### src/rtl/coincidence_unit.sv
`timescale 1ns/1ps
`default_nettype none
// +--------------------------------------------------------------------------+
// | coincidence_unit: store digit/minor timing and addressed-word gating.    |
// | Rev 1.0                                                                  |
// +--------------------------------------------------------------------------+
module coincidence_unit #(
    parameter int DIGITS_MINOR = 36,
    parameter int MINORS       = 16,
    parameter int TANKS        = 32
) (
    input  logic             clk,
    input  logic             rst,
    input  logic             req,
    input  logic             abort,
    input  logic             f1_pos,
    input  logic             f2_pos,
    input  logic [3:0]       pos,
    input  logic [4:0]       tank,
    output logic [5:0]       digit_cnt,
    output logic [3:0]       minor_cnt,
    output logic [TANKS-1:0] tank_sel,
    output logic             gate,
    output logic [5:0]       word_digit,
    output logic             busy,
    output logic             done
);

    localparam logic [1:0] c_IDLE = 2'd0;
    localparam logic [1:0] c_WAIT = 2'd1;
    localparam logic [1:0] c_GATE = 2'd2;
    localparam logic [1:0] c_DONE = 2'd3;

    localparam logic [5:0] c_DIGIT_LAST = 6'(DIGITS_MINOR - 1);
    localparam logic [3:0] c_MINOR_LAST = 4'(MINORS - 1);
    localparam logic [5:0] c_HALF       = 6'(DIGITS_MINOR / 2);
    // Final word_digit of a window: long words stop short of the sandwich digit.
    localparam logic [5:0] c_LONG_LAST  = 6'(DIGITS_MINOR - 2);
    localparam logic [5:0] c_SHORT_LAST = 6'(DIGITS_MINOR / 2 - 2);

    logic [1:0]       r_state;
    logic [5:0]       r_digit;
    logic [3:0]       r_minor;
    logic [3:0]       r_pos;
    logic             r_long;
    logic             r_half;
    logic [5:0]       r_word_digit;
    logic [TANKS-1:0] r_tank_sel;

    logic [5:0]       w_start_digit;
    logic [5:0]       w_last;
    logic             w_match;
    logic [TANKS-1:0] w_onehot;

    assign w_start_digit = (!r_long && r_half) ? c_HALF : 6'd0;
    assign w_last        = r_long ? c_LONG_LAST : c_SHORT_LAST;
    assign w_match       = (r_minor == r_pos) && (r_digit == w_start_digit);
    assign w_onehot      = {{(TANKS-1){1'b0}}, 1'b1} << tank;

    always_ff @(posedge clk) begin
        if (rst) begin
            r_digit <= 6'd0;
            r_minor <= 4'd0;
        end else if (r_digit == c_DIGIT_LAST) begin
            r_digit <= 6'd0;
            r_minor <= (r_minor == c_MINOR_LAST) ? 4'd0 : r_minor + 4'd1;
        end else begin
            r_digit <= r_digit + 6'd1;
        end
    end

    always_ff @(posedge clk) begin
        if (rst) begin
            r_state      <= c_IDLE;
            r_pos        <= 4'd0;
            r_long       <= 1'b0;
            r_half       <= 1'b0;
            r_word_digit <= 6'd0;
            r_tank_sel   <= '0;
        end else if (abort) begin
            r_state      <= c_IDLE;
            r_word_digit <= 6'd0;
            r_tank_sel   <= '0;
        end else begin
            case (r_state)
                c_IDLE: begin
                    if (req) begin
                        r_pos      <= pos;
                        r_long     <= f1_pos;
                        r_half     <= f2_pos;
                        r_tank_sel <= w_onehot;
                        r_state    <= c_WAIT;
                    end
                end
                c_WAIT: begin
                    // The matching cycle itself is word digit 0.
                    if (w_match) begin
                        r_word_digit <= 6'd1;
                        r_state      <= c_GATE;
                    end
                end
                c_GATE: begin
                    if (r_word_digit == w_last) begin
                        r_word_digit <= 6'd0;
                        r_state      <= c_DONE;
                    end else begin
                        r_word_digit <= r_word_digit + 6'd1;
                    end
                end
                c_DONE: begin
                    r_tank_sel <= '0;
                    r_state    <= c_IDLE;
                end
                default: r_state <= c_IDLE;
            endcase
        end
    end

    assign digit_cnt  = r_digit;
    assign minor_cnt  = r_minor;
    assign tank_sel   = r_tank_sel;
    assign word_digit = r_word_digit;
    assign gate       = (r_state == c_GATE) || ((r_state == c_WAIT) && w_match);
    assign busy       = (r_state == c_WAIT) || (r_state == c_GATE);
    assign done       = (r_state == c_DONE);

endmodule
`default_nettype wire

### config.mk
export PLATFORM = sky130hd
export DESIGN_NAME = coincidence_unit
export DESIGN_NICKNAME = d
export VERILOG_FILES = /design/src/rtl/coincidence_unit.sv
export SDC_FILE = /design/constraint.sdc
export NUM_CORES = 1
export LEC_CHECK = 0
export BUFFER_PORTS_ARGS = -buffer_cell sky130_fd_sc_hd__buf_2
export CORE_UTILIZATION = 31
export DETAILED_ROUTE_END_ITERATION = 6
export HOLD_SLACK_MARGIN = 0.03
export MAX_ROUTING_LAYER = met4
export PLACE_DENSITY = 0.63
export SETUP_SLACK_MARGIN = 0.02
export SLEW_MARGIN = 25
export SYNTH_ARGS = -nofsm -noshare
export SYNTH_HDL_FRONTEND = slang
export SYNTH_SLANG_ARGS = --single-unit
### constraint.sdc
create_clock -name clk -period 3.8 [get_ports clk]
set_clock_uncertainty 0.1 [all_clocks]
set_input_delay 0 -clock clk [delete_from_list [all_inputs] [get_ports clk]]
set_output_delay 0 -clock clk [all_outputs]
set_load 0.01 [all_outputs]
==> results of run 1 <==
## final cells by class
cell class	instances	area, sq um
Fill cell	783	4550
Multi-Input combinational cell	190	1250
Sequential cell	56	1120
Timing Repair Buffer	86	533
Tap cell	102	128
Clock buffer	6	82.6
Clock inverter	2	13.8
Inverter	3	11.3
## worst reg2reg max path: stages (launching register included)
cell           delay, ps
dfxtp_1              340
inv_1                 90
ha_1                 260
nand2_1              100
or3_1                400
nor2_1               220
a32oi_1              130
dlygate4sd3_1        580
nor2_1                80
## cells by family (layout without fill, tap and decap cells)
| kind of cell | after synthesis | after routing | synth area share [%] |
|---|---|---|---|
| simple gates | 109 | 109 | 22.6 |
| compound gates | 56 | 56 | 17.9 |
| flops | 56 | 56 | 45.8 |
| buf+inv | 20 | 97 | 3.22 |
| xor+xnor | 9 | 9 | 3.22 |
| mux | 9 | 9 | 3.68 |
| fa+ha+maj | 7 | 7 | 3.58 |
## cells in the mapped netlist (all sizes together) (2+ instances only)
library cell / number
o221ai: 4
or2: 2
xor2: 4
and3: 5
nand2b: 4
nor2: 56
buf: 2
or3: 2
o21ai: 5
inv: 3
and4b: 2
nor4: 2
xnor2: 5
ha: 7
nand2: 11
clkbuf: 15
nor3: 9
nor2b: 3
a32oi: 4
nor3b: 5
a21oi: 4
a32o: 4
dfxtp: 56
mux2i: 9
nand3: 5
a22oi: 28
## cell usage in the layout, fill, tap and decap left out, types with 4 or more instances in the layout
master / n
nor2_1: 56
a32oi_1: 4
o21ai_0: 4
a21oi_1: 4
xnor2_1: 5
nand2_1: 10
o221ai_1: 4
nand2b_1: 4
dlygate4sd3_1: 20
ha_1: 7
a32o_1: 4
nor3_1: 8
dfxtp_1: 56
xor2_1: 4
mux2i_1: 8
clkbuf_8: 6
nand3_1: 5
buf_2: 65
nor3b_1: 5
a22oi_1: 28
and3_1: 5
## routing by layer
layer	vias to the layer above	track usage [%]	wire (microns)
li1	1114	-	-
met3	9	2.53	227
met2	55	24.6	2870
met5	-	-	0
met1	1061	20.1	2770
met4	0	4.23	70
## what timing repair did
action | 4_1_cts | 5_1_grt
hold buffers | 20 | 0
setup buffers | 0 | 0
endpoints found under the hold margin | 18 | 0
## through the flow
step	instances	power, W	cell area, sq um	hold slack, ps
6_report	445	0.00108	3140	123
3_5_place_dp	417	0.000733	2840	138
5_1_grt	445	0.00114	3140	153
4_1_cts	445	0.00109	3140	111
3_3_place_gp	417	0.000732	2840	129
2_1_floorplan	266	0.000700	2450	43.9
## registers in the layout, summed over array words and instances, names as in the netlist
name,count
minor_cnt,4
r_state,2
tank_sel,32
r_pos,4
word_digit,6
r_long,1
r_half,1
digit_cnt,6
## path summary, 6_finish.rpt
kind	startpoint	to	cells past startpoint
worst max-delay path	r_state[0]	tank_sel[15]	8
worst min-delay path	req	r_state[1]	4
worst max register to register	r_state[0]	tank_sel[15]	8
worst min register to register	tank_sel[31]	tank_sel[31]	2
## power groups by stage
stage | Sequential [W] | Clock (W) | Combinational, W
5_1_grt | 0.000608 | 0.000384 | 0.000144
6_report | 0.000606 | 0.000347 | 0.000128
4_1_cts | 0.000606 | 0.000357 | 0.000129
3_5_place_dp | 0.000619 | 0 | 0.000114
2_1_floorplan | 0.000618 | 0 | 0.0000817
3_3_place_gp | 0.000619 | 0 | 0.000113
==> impl_metrics.csv, run 1 <==
group,metric,value,unit
synthesis,synthDistinctLibCells,40,
routing,wirelength,5940,microns
synthesis,synth_seq_cells,56,
timing,slew_headroom,49.5,%
grt,grtUsageTotal,15.4,%
floorplanning,row_count,32,
routing,drc,1,
timing,slew_viol_final,0,
setup_path,max_stage_delay,580,ps
cts,cts_sinks,56,
cts,cts_resized,0,
setup_path,crit_type,"reg2reg",
setup_path,crit_chain,"inv_1, ha_1, nand2_1, or3_1, nor2_1, a32oi_1, dlygate4sd3_1, nor2_1",
routing,first_iter_violations,149,
place,gp_congestion,0.813,
setup_path,critPathBufInv,2,
cts,cts-root-buf,"clkbuf_8",
synthesis,seq_area_frac_synth,45.8,%
setup_path,cp_top_family,"simple AND/OR/NAND/NOR gates",
floorplanning,core,0.00769,sq mm
pwr,p_sw,0.000281,W
timing,fmax,0.425,GHz
job,cap_viol_max_count,0,
synthesis,synth-edff-count,0,
routing,viasPerCell,5.03,
cts,clock_path_buffers,2,
setup_path,crit_slowest_cell,"dlygate4sd3_1",
synthesis,synth_top_area_share,45.8,%
grt,grt_pass1_wl,10200,microns
synthesis,async_reset_ff_share,0,%
synthesis,yosys_warnings,0,
cts,clkLatencyLatePin,300,ps
pwr,p_leak,1.34,nW
setup_path,r2r_slack,1450,ps
grt,antenna_found_initial,0,
synthesis,synth_area_per_cell,9.20,sq um
final_layout,drive_gt1_share,24.2,%
synthesis,yosys.area.top_type,"dfxtp_1",
timing,rsz0062_at_grt,"false",
grt,overflow,0,
floorplanning,io_pins,66,
setup_path,worst_ep_required_time,3950,ps
synthesis,syn-cell-area,0.00245,sq mm
pwr,p_clk_share,32.1,%
timing,finalCritPeriodShare,61.9,%
setup_path,cp-end-kind,"register",
timing,setup_ws,1450,ps
cts,cts_buffers,5,
cts,clk_pin_slew,110,ps
status,status,"complete, but fails checks",
routing,drt-pass1-iter-count,6,
timing,setup_viol,0,
synthesis,synth.area.top_cells,"dfxtp_1 (46%), a22oi_1 (8.6%), nor2_1 (8.6%), mux2i_1 (3.7%), ha_1 (3.6%)",
pwr,ir_drop,0.198,mV
routing,vias,2239,
cts,cts_max_level,2,
grt,grt_max_degree,40,
final_layout,antenna_cells,0,
pwr,p_comb_share,11.8,%
setup_path,startpoint_type,"register",
hold_path,hold_path_class,"in2reg",
timing,worst_pin_slew,758,ps
place,post-place-ws,1770,ps
floorplanning,die_w,90.8,microns
pwr,power_density,344,mW/mm^2
place,numPortBuffers,65,
place,dp_hpwl,4110,microns
setup_path,path_max_fanout,5,
setup_path,cp_data_arrival_time,2500,ps
floorplanning,dieArea,0.00825,sq mm
final_layout,fin_nets,364,
grt,grt_pass1_vias,2077,
setup_path,cp_common_cell,"nor2_1",
routing,wire_per_inst,13.3,microns
synthesis,synth_nets,288,
pwr,p_sw_share,26.1,%
timing,tns,0,ps
cts,cts_tree,"built",
floorplanning,initial_core_util,31.8,%
status,violations,"design-rule violations",
final_layout,syn2layout_area_growth,28.3,%
floorplanning,die_y,90.8,microns
pwr,p_int,0.000799,W
synthesis,synthFlopType,"dfxtp_1",
final_layout,final_core_utilization,40.8,%
timing,finalCriticalPeriod,2350,ps
synthesis,syn_inst,266,
timing,hold_violations,0,
pwr,pwr-share-seq,56.1,%
routing,ant_nets,0,
No activity file was read; power rests on OpenSTA's default activity.
==> run 2: changes to the inputs <==
==> constraint.sdc (replaced) <==
create_clock -name clk -period 2.2 [get_ports clk]
set_clock_uncertainty 0.1 [all_clocks]
set_input_delay 0 -clock clk [delete_from_list [all_inputs] [get_ports clk]]
set_output_delay 0 -clock clk [all_outputs]
set_load 0.01 [all_outputs]
==> impl_metrics.csv, run 2 (synthesis results as in run 1) <==
group,metric,value,unit
routing,drc,1,
setup_path,r2r-start,"r_state[0]",
cts,clkLatencyLatePin,320,ps
pwr,ir_drop,0.311,mV
timing,setup_viol,0,
setup_path,path_max_fanout,5,
cts,cts_max_level,2,
grt,grt_max_degree,40,
setup_path,cp-end-kind,"register",
cts,cts-root-buf,"clkbuf_8",
final_layout,final_cells,438,
routing,ant_nets,0,
hold_path,hold_path_class,"in2reg",
final_layout,drive_gt1_share,25.0,%
final_layout,most-common-layout-cells,"buf_2 (65), nor2_1 (56), dfxtp_1 (56)",
cts,clk_pin_slew,120,ps
floorplanning,io_pins,66,
routing,wirelength,5930,microns
floorplanning,dieArea,0.00825,sq mm
job,cap_viol_max_count,0,
timing,fmax,0.495,GHz
final_layout,fillCellCount,791,
setup_path,crit_type,"reg2reg",
timing,finalCritPeriodShare,91.9,%
timing,slew_headroom,49.0,%
routing,first_iter_violations,136,
hold_path,hold_depth,4,
timing,worst_pin_slew,766,ps
setup_path,r2r_slack,180,ps
setup_path,cp_data_arrival_time,2170,ps
setup_path,reg2reg_to,"tank_sel[4]",
timing,finalCriticalPeriod,2020,ps
final_layout,final_core_utilization,39.9,%
floorplanning,core,0.00769,sq mm
setup_path,r2r_cells,7,
timing,whs,87.6,ps
timing,rsz0062_at_grt,"false",
floorplanning,initial_core_util,31.8,%
final_layout,fin_nets,357,
routing,wire_per_inst,13.5,microns
place,post-place-ws,219,ps
place,dp_hpwl,4170,microns
timing,setup_ws,179,ps
setup_path,crit_start,"r_state[0]",
grt,grtUsageTotal,15.5,%
cts,clock_path_buffers,2,
status,violations,"design-rule violations",
grt,grt_pass1_wl,10300,microns
place,numPortBuffers,65,
grt,grt_pass1_vias,2120,
timing,slew_viol_final,0,
floorplanning,die_w,90.8,microns
status,status,"complete, but fails checks",
grt,antenna_found_initial,0,
routing,vias,2168,
timing,tns,0,ps
final_layout,antenna_cells,0,
setup_path,startpoint_type,"register",
routing,drt-pass1-iter-count,7,
floorplanning,row_count,32,
floorplanning,die_y,90.8,microns
final_layout,final_common_cell,"buf_2",
place,dp.cells,418,
pwr,power_density,607,mW/mm^2
timing,hold_violations,0,
cts,cts_buffers,5,
place,gp_congestion,0.831,
routing,viasPerCell,4.95,
final_layout,syn2layout_area_growth,25.4,%
setup_path,worst_ep_required_time,2350,ps
setup_path,cp-endpoint,"tank_sel[4]",
final_layout,largest_register_ff_count,32,
cts,cts_tree,"built",
cts,cts_sinks,56,
grt,overflow,0,
pwr,p_leak,1.29,nW
-- run 2: worst min-delay path by stage --
stage	slack, ps	to	start
after floorplan	40	r_half	f2_pos
after global placement	130	r_long	f1_pos
after detailed placement	140	r_pos[3]	pos[3]
after CTS	80	r_state[1]	req
after global routing	130	r_state[1]	req
final	90	r_state[1]	req
-- run 2: power by group --
part	switching [W]	total, W	internal (W)	leakage [nW]
clock network	0.000367	0.000602	0.000235	0.0463
logic	0.000129	0.000214	0.0000843	0.796
registers	0.0000174	0.00105	0.00103	0.453
-- run 2: critical path, cell delays in order (launching register included) --
cell and delay, ps:
dfxtp_1 350, inv_1 110, ha_1 280, nand2_1 100, or3_1 400, nor3_1 370, a22oi_1 130, nor2_1 120
-- run 2: layout make-up --
class / instances / area, sq um / share of cell area [%]
Multi-Input combinational cell: 190 / 1250 / 40.8
Clock buffer: 5 / 68.8 / 2.24
Sequential cell: 56 / 1120 / 36.6
Timing Repair Buffer: 79 / 460 / 15.0
Clock inverter: 3 / 27.5 / 0.898
Inverter: 3 / 11.3 / 0.367
Tap cell: 102 / 128 / 4.16
-- run 2: repair_timing --
action | 4_1_cts | 5_1_grt
hold endpoints to repair | 24 | 0
setup buffers | 0 | 0
resized for setup | 0 | 0
hold buffers | 12 | 0
-- run 2: per-stage QoR --
stage,area (sq um),power [W]
after global placement,2850,0.00126
after global routing,3070,0.00195
after detailed placement,2850,0.00127
after CTS,3070,0.00189
final,3070,0.00186
after floorplan,2450,0.00121
-- run 2: metal layers --
layer | vias to the layer above | GRT usage (%) | share of wire [%]
met3 | 10 | 2.95 | 3.7
li1 | 1099 | - | -
met5 | - | - | 0
met2 | 49 | 24.9 | 47
met1 | 1010 | 19.5 | 48
met4 | 0 | 5.29 | 1.8
==> run 3: changes to the inputs <==
--- a/config.mk
+++ b/config.mk
@@ -6,11 +6,11 @@
 export NUM_CORES = 1
 export LEC_CHECK = 0
 export BUFFER_PORTS_ARGS = -buffer_cell sky130_fd_sc_hd__buf_2
-export CORE_UTILIZATION = 31
+export CORE_UTILIZATION = 25
 export DETAILED_ROUTE_END_ITERATION = 6
 export HOLD_SLACK_MARGIN = 0.03
 export MAX_ROUTING_LAYER = met4
-export PLACE_DENSITY = 0.63
+export PLACE_DENSITY = 0.55
 export SETUP_SLACK_MARGIN = 0.02
 export SLEW_MARGIN = 25
 export SYNTH_ARGS = -nofsm -noshare
==> constraint.sdc (replaced) <==
create_clock -name clk -period 2.5 [get_ports clk]
set_clock_uncertainty 0.1 [all_clocks]
set_input_delay 0.25 -clock clk [delete_from_list [all_inputs] [get_ports clk]]
set_output_delay 0.25 -clock clk [all_outputs]
set_load 0.01 [all_outputs]
==> impl_metrics.csv, run 3 (synthesis results as in run 1) <==
group,metric,value,unit
cts,clk_pin_slew,90,ps
cts,cts_max_level,2,
hold_path,worstHoldEndpoint,"r_pos[3]",
cts,cts_resized,0,
routing,drt-pass1-iter-count,4,
place,gp_congestion,0.746,
grt,grt_pass1_wl,10200,microns
timing,fmax,0.503,GHz
routing,ant_nets,0,
pwr,p_leak,1.25,nW
setup_path,startpoint_type,"register",
hold_path,min-delay-start,"pos[3]",
floorplanning,die_w,101,microns
setup_path,crit_type,"reg2reg",
final_layout,drive_gt1_share,25.5,%
grt,use_met1,17.6,%
job,cap_viol_max_count,0,
routing,vias,2142,
setup_path,r2r_cells,7,
setup_path,cp-end-kind,"register",
timing,tns,0,ps
cts,clkLatencyLatePin,300,ps
floorplanning,dieArea,0.0102,sq mm
setup_path,cp_data_arrival_time,2130,ps
timing,setup_ws,510,ps
grt,overflow,0,
final_layout,final_cells,451,
final_layout,most-common-layout-cells,"buf_2 (65), nor2_1 (56), dfxtp_1 (56)",
cts,cts_sinks,56,
timing,slew_viol_final,0,
floorplanning,row_count,35,
routing,first_iter_violations,90,
grt,grt.busiest_layer,"met2",
final_layout,largest_register_ff_count,32,
status,status,"finished clean",
timing,slew_headroom,48.4,%
grt,grt.met2_usage,19.5,%
timing,worst_pin_slew,774,ps
cts,cts_buffers,5,
final_layout,antenna_cells,0,
place,post-place-ws,533,ps
grt,grt_pass1_vias,2003,
grt,antenna_found_initial,0,
setup_path,r2r_slack,510,ps
setup_path,path_max_fanout,5,
timing,finalCriticalPeriod,1990,ps
routing,viasPerCell,4.75,
pwr,ir_drop,0.266,mV
place,dp_hpwl,4500,microns
hold_path,hold_depth,3,
floorplanning,initial_core_util,26.1,%
routing,wire_per_inst,13.7,microns
setup_path,reg2reg_to,"tank_sel[4]",
final_layout,final_common_cell,"buf_2",
timing,whs,80.3,ps
place,dp.cells,445,
grt,grt_max_degree,40,
grt,gr-usage-met3,2.77,%
floorplanning,io_pins,66,
grt,grtUsageTotal,13.0,%
cts,clock_path_buffers,2,
timing,hold_violations,0,
pwr,power_density,556,mW/mm^2
place,numPortBuffers,65,
final_layout,fin_nets,345,
final_layout,final_core_utilization,31.8,%
cts,post_cts.repair.setup_buffers,0,
setup_path,r2r-start,"r_state[0]",
floorplanning,die_y,101,microns
cts,cts_hold_buf,0,
final_layout,syn2layout_area_growth,21.9,%
timing,setup_viol,0,
routing,drc,0,
timing,rsz0062_at_grt,"false",
timing,finalCritPeriodShare,79.6,%
routing,wirelength,6160,microns
hold_path,hold_path_class,"in2reg",
floorplanning,core,0.00937,sq mm
cts,cts_tree,"built",
cts,cts-root-buf,"clkbuf_8",
setup_path,worst_ep_required_time,2640,ps
[run 3: changes by cell type in the layout (fill, tap and decap cells not counted)]
cell / before / now
inv_8: 1 / 0
bufinv_16: 0 / 1
dlygate4sd3_1: 12 / 0
clkinvlp_4: 1 / 0
clkinv_4: 1 / 0
[run 3: how the worst max path moves through the flow]
| stage | end | depth (start not counted) | from | slack [ps] |
|---|---|---|---|---|
| finish | tank_sel[4] | 7 | r_state[0] | 510 |
| floorplan | minor_cnt[3] | 6 | digit_cnt[0] | 610 |
| detailed placement | word_digit[5] | 5 | digit_cnt[2] | 530 |
| global placement | tank_sel[4] | 7 | r_state[0] | 560 |
| CTS | gate | 5 | digit_cnt[2] | 500 |
| global route | tank_sel[8] | 7 | r_state[0] | 340 |
[run 3: routing by layer]
layer,vias to the layer above,wire [microns]
met1,1021,3020
met4,0,80
met3,5,239
met5,-,0
met2,42,2830
li1,1074,-
[run 3: layout make-up]
cell class,instances,area (sq um)
Sequential cell,56,1120
Clock buffer,5,68.8
Fill cell,1031,6390
Timing Repair Buffer,67,340
Tap cell,129,161
Clock inverter,1,30.0
Multi-Input combinational cell,190,1250
Inverter,3,11.3
[run 3: critical path, cell delays in order, from the launching register on]
cell and delay, ps:
dfxtp_1 340, inv_1 110, ha_1 270, nand2_1 90, or3_1 410, nor3_1 360
a22oi_1 130, nor2_1 110
[run 3: stage by stage]
stage                     instance area [sq um]  power (W)
after floorplan                            2450    0.00106
after global placement                     2880    0.00112
after detailed placement                   2880    0.00112
after CTS                                  2980    0.00168
after global routing                       2980    0.00173
final                                      2980    0.00166
[run 3: report_power, final]
part           total [W]  internal (W)  switching [W]  leakage (nW)
clock network   0.000563      0.000288       0.000275        0.0501
registers       0.000921      0.000905      0.0000161         0.453
logic           0.000174     0.0000620       0.000112         0.746
